**config.mk**
```make
export PLATFORM = sky130hd
export DESIGN_NAME = conv_layer_scheduler
export DESIGN_NICKNAME = d
export VERILOG_FILES = /design/src/rtl/conv_layer_scheduler.sv
export SDC_FILE = /design/constraint.sdc
export NUM_CORES = 1
export LEC_CHECK = 0
export CAP_MARGIN = 20
export CORE_ASPECT_RATIO = 1.25
export CORE_MARGIN = 3
export CORE_UTILIZATION = 47
export CTS_CLUSTER_SIZE = 28
export DETAILED_ROUTE_END_ITERATION = 10
export PLACE_DENSITY = 0.73
export SLEW_MARGIN = 20
export SYNTH_ARGS = -nofsm -noshare
export SYNTH_HDL_FRONTEND = slang
export SYNTH_SLANG_ARGS = --single-unit
```
**constraint.sdc**
```tcl
create_clock -name clk -period 2.1 [get_ports clk]
set_input_delay 0.42 -clock clk [delete_from_list [all_inputs] [get_ports clk]]
set_output_delay 0.42 -clock clk [all_outputs]
set_load 0.005 [all_outputs]
```
**src/rtl/conv_layer_scheduler.sv**
```systemverilog
// Control sequencer for the conv datapath: walks the pixel ROM, starts one output-row
// calculation at a time per kernel and hands finished rows to pooling with valid/ready.
module conv_layer_scheduler #(
  parameter int unsigned IMAGE_SIZE     = 8,
  parameter int unsigned KERNEL_SIZE    = 3,
  parameter int unsigned FEATURE_NUM    = 3,
  parameter int unsigned EXT_ADDR_WIDTH = 8
) (
  input  logic                      clk,
  input  logic                      rst_n,
  input  logic                      enable,
  input  logic                      calc_done,
  input  logic                      pool_ready,
  output logic [EXT_ADDR_WIDTH-1:0] ext_rom_addr,
  output logic                      fetch_valid,
  output logic                      calc_start,
  output logic                      kernel_calc_fin,
  output logic [2:0]                out_row_idx,
  output logic [1:0]                feature_idx,
  output logic                      busy,
  output logic                      layer_done
);

  localparam int unsigned OUT_SIZE    = IMAGE_SIZE - KERNEL_SIZE + 1;
  localparam int unsigned PRELOAD_LEN = KERNEL_SIZE * IMAGE_SIZE;
  localparam int unsigned CNT_W       = $clog2(PRELOAD_LEN + 1);

  localparam logic [CNT_W-1:0] PRELOAD_LAST = CNT_W'(PRELOAD_LEN - 1);
  localparam logic [CNT_W-1:0] SHIFT_LAST   = CNT_W'(IMAGE_SIZE - 1);
  localparam logic [2:0]       ROW_LAST     = 3'(OUT_SIZE - 1);
  localparam logic [1:0]       FEAT_LAST    = 2'(FEATURE_NUM - 1);

  typedef enum logic [2:0] {
    StIdle,
    StPreload,
    StCalc,
    StEmit,
    StShift,
    StDone
  } state_e;

  state_e                    state_q, state_d;
  logic [CNT_W-1:0]          fcnt_q, fcnt_d;
  logic [EXT_ADDR_WIDTH-1:0] addr_q, addr_d;
  logic [2:0]                row_q, row_d;
  logic [1:0]                feat_q, feat_d;
  logic                      calc_first_q, calc_first_d;
  logic                      layer_done_q, layer_done_d;
  logic [CNT_W-1:0]          fetch_last;

  always_ff @(posedge clk or negedge rst_n) begin
    if (!rst_n) begin
      state_q      <= StIdle;
      fcnt_q       <= '0;
      addr_q       <= '0;
      row_q        <= '0;
      feat_q       <= '0;
      calc_first_q <= 1'b0;
      layer_done_q <= 1'b0;
    end else begin
      state_q      <= state_d;
      fcnt_q       <= fcnt_d;
      addr_q       <= addr_d;
      row_q        <= row_d;
      feat_q       <= feat_d;
      calc_first_q <= calc_first_d;
      layer_done_q <= layer_done_d;
    end
  end

  always_comb begin
    state_d         = state_q;
    fcnt_d          = fcnt_q;
    addr_d          = addr_q;
    row_d           = row_q;
    feat_d          = feat_q;
    calc_first_d    = 1'b0;
    layer_done_d    = 1'b0;
    fetch_valid     = 1'b0;
    calc_start      = 1'b0;
    kernel_calc_fin = 1'b0;
    busy            = 1'b1;
    fetch_last      = (state_q == StPreload) ? PRELOAD_LAST : SHIFT_LAST;

    unique case (state_q)
      StIdle: begin
        busy = 1'b0;
        if (enable) begin
          state_d = StPreload;
          fcnt_d  = '0;
          addr_d  = '0;
          row_d   = '0;
          feat_d  = '0;
        end
      end
      StPreload, StShift: begin
        fetch_valid = 1'b1;
        // The address stays on the last fetched pixel so it holds while idle.
        if (fcnt_q == fetch_last) begin
          state_d      = StCalc;
          fcnt_d       = '0;
          calc_first_d = 1'b1;
        end else begin
          fcnt_d = fcnt_q + 1'b1;
          addr_d = addr_q + 1'b1;
        end
      end
      StCalc: begin
        calc_start = calc_first_q;
        if (!calc_first_q && calc_done) begin
          state_d = StEmit;
        end
      end
      StEmit: begin
        kernel_calc_fin = 1'b1;
        if (pool_ready) begin
          if (row_q < ROW_LAST) begin
            row_d   = row_q + 3'd1;
            addr_d  = addr_q + 1'b1;
            state_d = StShift;
          end else if (feat_q < FEAT_LAST) begin
            feat_d  = feat_q + 2'd1;
            row_d   = '0;
            addr_d  = '0;
            state_d = StPreload;
          end else begin
            state_d      = StDone;
            layer_done_d = 1'b1;
          end
        end
      end
      StDone: begin
        busy = 1'b0;
        if (!enable) begin
          state_d = StIdle;
          addr_d  = '0;
          row_d   = '0;
          feat_d  = '0;
        end
      end
      default: state_d = StIdle;
    endcase
  end

  assign ext_rom_addr = addr_q;
  assign out_row_idx  = row_q;
  assign feature_idx  = feat_q;
  assign layer_done   = layer_done_q;

endmodule

```
==> results of run 1 <==
-- registers in the layout, summed over array words and instances (netlist names) --
name	flops
fcnt_q	5
feature_idx	2
layer_done	1
state_q	3
out_row_idx	3
ext_rom_addr	8
calc_first_q	1
-- metal layers --
metal / global-route usage [%] / part of all wire [%]
met1: 26.35 / 42
met2: 32.06 / 52
met3: 1.361 / 4.9
met4: 7.987 / 0.30
met5: 0 / 0
-- Yosys cell counts, drive strengths merged (3+ instances only) --
library cell,instances,area [um2]
nand2b,5,31.28
o211ai,3,22.52
nand2,10,37.54
buf,5,33.78
nor3,3,15.01
a21oi,11,55.05
nand3,4,20.02
o21ai,23,115.1
o31ai,3,32.53
inv,3,11.26
nor2,8,30.03
dfrtp,23,575.6
nand3b,4,33.78
and3,3,18.77
ha,3,37.54
-- metrics by stage --
stage / setup WS, ns / util [%]
after global placement: -0.1712 / 66.08
after CTS: 0.01132 / 68.97
after floorplan: 0.02453 / -
after detailed placement: -0.2257 / 66.08
final: 0.06387 / 71.86
after global routing: -0.01034 / 71.86
-- cell type report --
cell class | instances | area (um2)
inverter | 4 | 15.01
multi-input combinational | 109 | 714.4
tap | 33 | 41.29
fill | 193 | 718.2
clock inverter | 1 | 5.005
sequential | 23 | 578.1
clock buffer | 3 | 22.52
timing repair buffer | 53 | 457.9
-- timing repair --
item / 4_1_cts / 5_1_grt
gates resized for setup: 7 / 7
hold buffers: 0 / 0
buffers inserted: 4 / 7
setup endpoints to repair: 4 / 11
endpoints found under the hold margin: 0 / 0
pin swaps: 0 / 1
-- kinds of logic after synthesis --
group / after synthesis / synth area share, %
AO/OA/AOI/OAI: 51 / 23.95
AND/OR/NAND/NOR: 50 / 21.48
flip-flops: 23 / 43.73
adder cells (fa/ha/maj): 3 / 2.852
XOR/XNOR: 3 / 1.997
multiplexers: 2 / 1.711
buffers and inverters: 11 / 4.277
-- power breakdown --
group | internal, uW | switching, uW | total [uW]
sequential | 522 | 81.9 | 604
combinational | 461 | 372 | 833
clock | 71.2 | 138 | 209
total | 1050 | 592 | 1650
-- worst paths after layout --
check,startpoint,end,cells past startpoint
worst max-delay path,state_q[2],ext_rom_addr[7],7
worst min-delay path,rst_n,out_row_idx[1],2
worst max register to register,state_q[2],ext_rom_addr[7],7
worst min register to register,ext_rom_addr[7],ext_rom_addr[7],1
max in group asynchronous,rst_n,state_q[0],2
min in group clk,ext_rom_addr[7],ext_rom_addr[7],1
-- worst register-to-register path, delay by kind of cell, from the launching register on --
family / cells / cell delay [ns]
DFF: 1 / 0.48
AOI/OAI and AO/OA: 3 / 0.37
buffers and inverters: 2 / 0.36
and+or+nand+nor: 2 / 0.74
==> results.md, run 1 <==
* Number of buffer and inverter stages on the critical path at 2
* Initial standard-cell utilization of the core at 51.57%
* CTS tree: done
* Number of violations of the max-capacitance limit at 0
* Via total after detailed routing at 1,278
* Initial antenna violation count at 0
* Hold violation total from the final report at 0
* Minimum clock period at 2.036 ns
* Total clock buffers created by CTS at 3
* Global-route wire length before repair at 5175 um
* Final weighted congestion in routability-driven placement at 0.8672
* Deepest level of the CTS H-tree at 1
* Category of the worst setup path launch point: flip-flop
* Post-DR vias/cell at 5.655
* Proportion of register bits with asynchronous set or reset after synthesis at 100.0%
* Flip-flop cell with the highest count after synthesis: dfrtp_1
* CP max stage cell: or4b_1
* Row count at 20
* Syn Std Cell Area at 0.001316 mm2
* Tcrit/Tclk final at 96.96%
* Average wire per cell in the routed design at 14.76 um
* Ratio of cells with drive above 1 in the final layout at 26.94%
* Die Width at 53.34 um
* Relative slew slack at 72.79%
* Outcome: complete, no violations
* Post-synthesis average cell area at 9.205 um2
* Number of top-level design ports at 23
* Placeable core area at 0.002552 mm2
* Clock sink total at 23
* Count of placed standard cells including taps at 211
* Worst min path class: primary input to asynchronous set/reset pin
* Most numerous cell on the critical path: buf_4
* DRC violation count after routing at 0
* Pin slew with the least headroom to its limit at 0.4057 ns
* Number of I/O port buffers at 22
* Net count after synthesis at 151
* Final non-filler cell area at 0.001834 mm2
* Yosys warning count at 0
* CP Max Fanout at 9
* GR Overflow Total at 0
* Length of the first detailed-routing pass in iterations at 4
* Count of unique library cells instantiated by Yosys at 44
* Bufs on Longest Clock Path at 2
* Final Power at 1647 uW
* Count of flip-flops with a built-in enable after synthesis at 0
* Layout area overhead at 39.35%
* Final cell count without fillers at 226
* Most common library cell in the layout ignoring fill and taps: buf_4
* Pwr Density at 897.7 mW/mm2
* Total routing resource utilization after global routing at 19.60%
* Post-Route Setup TNS at 0 ns
* Worst path top cell family by delay: simple AND/OR/NAND/NOR gates
* Via count of the first global-routing pass at 1,163
* Half-perimeter wire length after placement at 2207 um
* Number of routed nets with antenna violations at 0
* Minimum setup slack among reg-to-reg paths at 0.06 ns
* Post-Place Cell Area at 0.001687 mm2
* Min Hold Slack at 0.4458 ns
* CP cell instances: buf_4, or3b_2, o22ai_1, or4b_1, buf_4, o21ai_0, o31ai_2
* Highest attainable clock frequency at 491.1 MHz
* Skew final at 0.008790 ns
* Clock Latency Late Sink at 0.31 ns
* Flip-flop and latch count after synthesis at 23
* Number of antenna repair diodes at 0
* Required time at the endpoint of the critical path at 2.31 ns
* Final slew viol count at 0
* Post-synthesis instance total at 143
* Standby leakage power at 0.0008437 uW
* Clk root buf: clkbuf_4
* Largest incremental delay on the critical path at 0.53 ns
* Die height at 65.17 um
* Worst endpoint data arrival time at 2.25 ns
* Die footprint at 0.003476 mm2
* Classification of the worst setup path: flip-flop to flip-flop
* NumNets Final at 202
* Worst setup EP type: flip-flop
* Detailed Route Iter0 Violations at 53
* Final-report setup violation count at 0
* Final routed wirelength across all metal layers at 3336 um
* Sequential area share after synthesis at 43.73%
* Most frequent cells in the layout: buf_4 (30), o21ai_0 (21), dfrtp_1 (21), clkdlybuf4s50_1 (20)
* Worst supply voltage drop on vdd at 555.3 uV
* Clock slew at the register clock pins of the worst setup and hold paths at 0.14 ns
* Maximum number of pins on one net before global-route repair at 24
Note: power is estimated with default switching activity, not from simulation.
==> run 2: changes to the inputs <==
--- a/config.mk
+++ b/config.mk
@@ -12,6 +12,7 @@
 export CTS_CLUSTER_SIZE = 28
 export DETAILED_ROUTE_END_ITERATION = 10
 export PLACE_DENSITY = 0.73
+export SKIP_CTS_REPAIR_TIMING = 1
 export SLEW_MARGIN = 20
 export SYNTH_ARGS = -nofsm -noshare
 export SYNTH_HDL_FRONTEND = slang
==> results.md, run 2 (synthesized netlist as in run 1, its figures left out) <==
* Unrepaired setup endpoints after global routing: true
* Via count of the first global-routing pass at 1,120 (-3.7%)
* Final-report setup violation count at 1 (+1)
* Number of routed nets with antenna violations at 0 (unchanged)
* Post-place setup slack at -0.2257 ns (unchanged)
* Placeable core area at 0.002552 mm2 (unchanged)
* Worst setup EP type: output pin
* GR Overflow Total at 0 (unchanged)
* Final slew viol count at 0 (unchanged)
* Highest attainable clock frequency at 469.6 MHz (-4.4%)
* Die footprint at 0.003476 mm2 (unchanged)
* Final weighted congestion in routability-driven placement at 0.8672 (unchanged)
* Clock slew at the register clock pins of the worst setup and hold paths at 0.13 ns (about the same)
* Required time at the endpoint of the critical path at 1.68 ns (-0.63 ns)
* Hold violation total from the final report at 0 (unchanged)
* Skew final at 0.002667 ns (-0.006123 ns)
* Worst endpoint data arrival time at 1.71 ns (-0.54 ns)
* Violated checks: setup timing
* Average wire per cell in the routed design at 14.56 um (-1.4%)
* Post-DR vias/cell at 5.655 (unchanged)
* Final Power at 1691 uW (+2.7%)
* Global-route wire length before repair at 4947 um (-4.4%)
* CP cell instances: xnor2_2, nor2_2, clkdlybuf4s50_1
* Category of the worst setup path launch point: flip-flop
* Ratio of cells with drive above 1 in the final layout at 27.98% (+1.0 points)
* Detailed Route Iter0 Violations at 53 (unchanged)
* Total clock buffers created by CTS at 3 (unchanged)
* Worst supply voltage drop on vdd at 577.3 uV (+4.0%)
* Standby leakage power at 0.0008740 uW (+3.6%)
* Pwr Density at 917.7 mW/mm2 (+2.2%)
* Die Width at 53.34 um (unchanged)
* Initial standard-cell utilization of the core at 51.57% (unchanged)
* CP Max Fanout at 7 (-2)
* Relative slew slack at 78.42% (+5.6 points)
* Classification of the worst setup path: flip-flop to output pin
* Number of antenna repair diodes at 0 (unchanged)
* Clock sink total at 23 (unchanged)
* Minimum clock period at 2.129 ns (+0.09317 ns)
* Most common library cell in the layout ignoring fill and taps: buf_4
* Worst min path class: primary input to asynchronous set/reset pin
* Length of the first detailed-routing pass in iterations at 4 (unchanged)
* Tcrit/Tclk final at 101.4% (+4.4 points)
* Die height at 65.17 um (unchanged)
* Clock Latency Late Sink at 0.32 ns (about the same)
* Number of I/O port buffers at 22 (unchanged)
* Sequential cell area in the final layout at 578.1 um2 (unchanged)
* Final routed wirelength across all metal layers at 3290 um (-1.4%)
* Outcome: finished, violations left
* Initial antenna violation count at 0 (unchanged)
* DRC violation count after routing at 0 (unchanged)
* Bufs on Longest Clock Path at 2 (unchanged)
* Post-Route Setup TNS at -0.02930 ns (-0.02930 ns)
* Final core utilization at 72.21% (+0.34 points)
* Post-Place Cell Area at 0.001687 mm2 (unchanged)
* Number of violations of the max-capacitance limit at 0 (unchanged)
* Min setup slack post-route at -0.02930 ns (-0.09317 ns)
* Deepest level of the CTS H-tree at 1 (unchanged)
* Via total after detailed routing at 1,278 (unchanged)
* Half-perimeter wire length after placement at 2207 um (unchanged)
* CTS tree: done
* NumNets Final at 202 (unchanged)
* Final non-filler cell area at 0.001843 mm2 (+0.48%)
* CP max stage cell: clkdlybuf4s50_1
* Number of flip-flops under the largest register name at 8 (unchanged)
* Number of buffer and inverter stages on the critical path at 1 (-1)
* Row count at 20 (unchanged)
* Fill cells at 194 (+0.52%)
* Clk root buf: clkbuf_4
* Pin slew with the least headroom to its limit at 0.3202 ns (-0.08543 ns)
* Worst path top cell family by delay: buffers and inverters
* Largest incremental delay on the critical path at 0.54 ns (about the same)
* Most frequent cells in the layout: buf_4 (31), o21ai_0 (22), dfrtp_1 (21), clkdlybuf4s50_1 (19)
* Maximum number of pins on one net before global-route repair at 24 (unchanged)
* Number of top-level design ports at 23 (unchanged)
* Combined area of the multi-input logic cells at 720.7 um2 (+0.88%)
* Layout area overhead at 40.02%
* Total routing resource utilization after global routing at 18.67% (-0.93 points)
## run 2: cell types whose count changed in the layout (fill, tap and decap cells not counted), sizes merged
cell and delta:
clkdlybuf4s50 -1, dlymetal6s2s +2, dlygate4sd2 -1
## run 2: path summary, 6_finish.rpt
check | slack, ns | cells past startpoint | from | to
max | -0.03 | 3 | state_q[0] | fetch_valid
min | 0.44 | 2 | rst_n | out_row_idx[1]
max reg2reg | 0.07 | 7 | state_q[0] | ext_rom_addr[7]
min reg2reg | 0.52 | 1 | ext_rom_addr[7] | ext_rom_addr[7]
max in group asynchronous | 1.41 | 2 | rst_n | state_q[0]
min in group clk | 0.52 | 1 | ext_rom_addr[7] | ext_rom_addr[7]
## run 2: metal layers
metal	track usage, %	up-vias	routed length (um)
met1	25.77	614	1407
met5	0	-	0
li1	-	626	-
met3	1.361	2	177
met2	29.91	36	1679
met4	7.348	0	26
## run 2: area by class of cell
cell class	instances	area share [%]
clock inverter	1	0.2716
timing repair buffer	53	24.98
multi-input combinational	109	39.10
inverter	4	0.8147
tap	33	2.240
clock buffer	3	1.222
sequential	23	31.36
## run 2: per-stage QoR
step                std cells  hold slack [ns]
floorplan                 143           0.1244
global placement          211           0.4818
detailed placement        211           0.5088
CTS                       215           0.4542
global route              226           0.4533
finish                    226           0.4428
## run 2: where the power goes
group,leakage (uW),switching (uW),internal [uW],total (uW)
clock,0.0000177,144,71.4,215
combinational,0.000547,374,488,862
sequential,0.000309,92.5,522,615
==> run 3: changes to the inputs <==
--- a/config.mk
+++ b/config.mk
@@ -11,6 +11,7 @@
 export CORE_UTILIZATION = 47
 export CTS_CLUSTER_SIZE = 28
 export DETAILED_ROUTE_END_ITERATION = 10
+export MAX_ROUTING_LAYER = met4
 export PLACE_DENSITY = 0.73
 export SKIP_CTS_REPAIR_TIMING = 1
 export SLEW_MARGIN = 20
==> results.md, run 3 (synthesized netlist as in run 1, its figures left out) <==
* Minimum setup slack among reg-to-reg paths at 0.08 ns (about the same)
* Initial antenna violation count at 0 (unchanged)
* Bufs on Longest Clock Path at 2 (unchanged)
* Worst supply voltage drop on vdd at 577.5 uV (about the same)
* Final-report setup violation count at 1 (unchanged)
* Length of the first detailed-routing pass in iterations at 4 (unchanged)
* Clk root buf: clkbuf_4
* Clock Latency Late Sink at 0.32 ns (about the same)
* Post-Place Cell Area at 0.001687 mm2 (unchanged)
* Min setup slack post-route at -0.02394 ns (+0.005352 ns)
* Number of top-level design ports at 23 (unchanged)
* Number of flip-flops under the largest register name at 8 (unchanged)
* Most common library cell in the layout ignoring fill and taps: buf_4
* Post-DR vias/cell at 5.650 (about the same)
* Half-perimeter wire length after placement at 2207 um (unchanged)
* Unrepaired setup endpoints after global routing: true
* Maximum number of pins on one net before global-route repair at 24 (unchanged)
* Clock slew at the register clock pins of the worst setup and hold paths at 0.13 ns (about the same)
* Die height at 65.17 um (unchanged)
* Final Power at 1690 uW (about the same)
* Fill cells at 194 (unchanged)
* Critical register-to-register path endpoint: state_q[2]
* Standby leakage power at 0.0008740 uW (unchanged)
* Final slew viol count at 0 (unchanged)
* Skew final at 0.002767 ns (+0.0001002 ns)
* Worst setup path endpoint: fetch_valid
* Detailed Route Iter0 Violations at 63 (+19%)
* Final non-filler cell area at 0.001843 mm2 (unchanged)
* Required time at the endpoint of the critical path at 1.68 ns (about the same)
* Highest attainable clock frequency at 470.8 MHz (+0.25%)
* CTS tree: done
* Total routing resource utilization after global routing at 19.15% (+0.48 points)
* Die footprint at 0.003476 mm2 (unchanged)
* Placeable core area at 0.002552 mm2 (unchanged)
* Outcome: finished, violations left
* Deepest level of the CTS H-tree at 1 (unchanged)
* Number of I/O port buffers at 22 (unchanged)
* Initial standard-cell utilization of the core at 51.57% (unchanged)
* DRC violation count after routing at 0 (unchanged)
* Die Width at 53.34 um (unchanged)
* CP Max Fanout at 8 (+1)
* Ratio of cells with drive above 1 in the final layout at 27.98% (unchanged)
* Number of antenna repair diodes at 0 (unchanged)
* Minimum clock period at 2.124 ns (-0.005352 ns)
* Total clock buffers created by CTS at 3 (unchanged)
* Post-place setup slack at -0.2257 ns (unchanged)
* Clock sink total at 23 (unchanged)
* Worst endpoint data arrival time at 1.70 ns (about the same)
* Critical path launch point: state_q[2]
* Final routed wirelength across all metal layers at 3302 um (+0.36%)
* Final core utilization at 72.21% (unchanged)
* Pwr Density at 917.1 mW/mm2 (about the same)
* Number of routed nets with antenna violations at 0 (unchanged)
* Category of the worst setup path launch point: flip-flop
* Relative slew slack at 78.40% (about the same)
* Worst setup EP type: output pin
* Layout area overhead at 40.02% (unchanged)
* Most frequent cells in the layout: buf_4 (31), o21ai_0 (22), dfrtp_1 (21), clkdlybuf4s50_1 (19)
* Number of violations of the max-capacitance limit at 0 (unchanged)
* Tcrit/Tclk final at 101.1% (-0.25 points)
* Pin slew with the least headroom to its limit at 0.3206 ns (+0.0003660 ns)
* Hold violation total from the final report at 0 (unchanged)
* Worst-case reg-to-reg path depth at 7 (unchanged)
* Global-route wire length before repair at 4933 um (-0.28%)
* Reg-to-reg startpoint: state_q[0]
* NumNets Final at 202 (unchanged)
* Worst min path class: primary input to asynchronous set/reset pin
* Via total after detailed routing at 1,277 (-0.078%)
* Average wire per cell in the routed design at 14.61 um (+0.36%)
* GR Overflow Total at 0 (unchanged)
* Via count of the first global-routing pass at 1,122 (+0.18%)
* Row count at 20 (unchanged)
* Final weighted congestion in routability-driven placement at 0.8813 (+1.6%)
* Classification of the worst setup path: flip-flop to output pin
* Violated checks: setup timing
run 3: cell counts in the layout (fill, tap and decap cells not counted):
Identical to the previous run, type by type.
run 3: critical path: stages, from the launching register on:
cell and delay, ns:
dfrtp_2 0.50, xnor2_2 0.16, nor2_2 0.19, clkdlybuf4s50_1 0.54
run 3: area by class of cell:
cell class / instances / area (um2) / share of cell area, %
inverters: 4 / 15.01 / 0.8147
repair buffers: 53 / 460.4 / 24.98
well taps: 33 / 41.29 / 2.240
multi-input cells: 109 / 720.7 / 39.10
clock buffers: 3 / 22.52 / 1.222
flip-flops and latches: 23 / 578.1 / 31.36
clock inverters: 1 / 5.005 / 0.2716
run 3: layer usage:
metal  global-route usage, %  part of all wire, %  up-vias
li1                        -                    -      622
met1                   25.62                   44      608
met2                   30.06                   50       41
met3                   1.361                  4.6        6
met4                   7.348                  1.4        0
met5                       -                    0        -
run 3: per-stage QoR:
| step | cells | TNS [ns] | hold WS (ns) |
|---|---|---|---|
| after floorplan | 143 | 0 | 0.1244 |
| after global placement | 211 | -1.051 | 0.4818 |
| after detailed placement | 211 | -1.494 | 0.5088 |
| after CTS | 215 | -0.8455 | 0.4542 |
| after global routing | 226 | -0.1115 | 0.4533 |
| final | 226 | -0.02394 | 0.4435 |
run 3: power by group:
| group | switching [uW] | leakage, uW | internal (uW) | total [uW] |
|---|---|---|---|---|
| Combinational | 376 | 0.000547 | 488 | 864 |
| Sequential | 90.6 | 0.000309 | 522 | 613 |
| Clock | 142 | 0.0000177 | 71.4 | 214 |
| Total | 609 | 0.000874 | 1080 | 1690 |
run 3: worst min-delay path by stage:
stage                          from               to  slack [ns]  depth (start not counted)
floorplan                     rst_n     calc_first_q        0.12                          0
global placement    ext_rom_addr[7]  ext_rom_addr[7]        0.48                          1
detailed placement  ext_rom_addr[7]  ext_rom_addr[7]        0.51                          1
CTS                           rst_n  ext_rom_addr[2]        0.45                          2
global route                  rst_n   out_row_idx[1]        0.45                          2
finish                        rst_n   out_row_idx[1]        0.44                          2
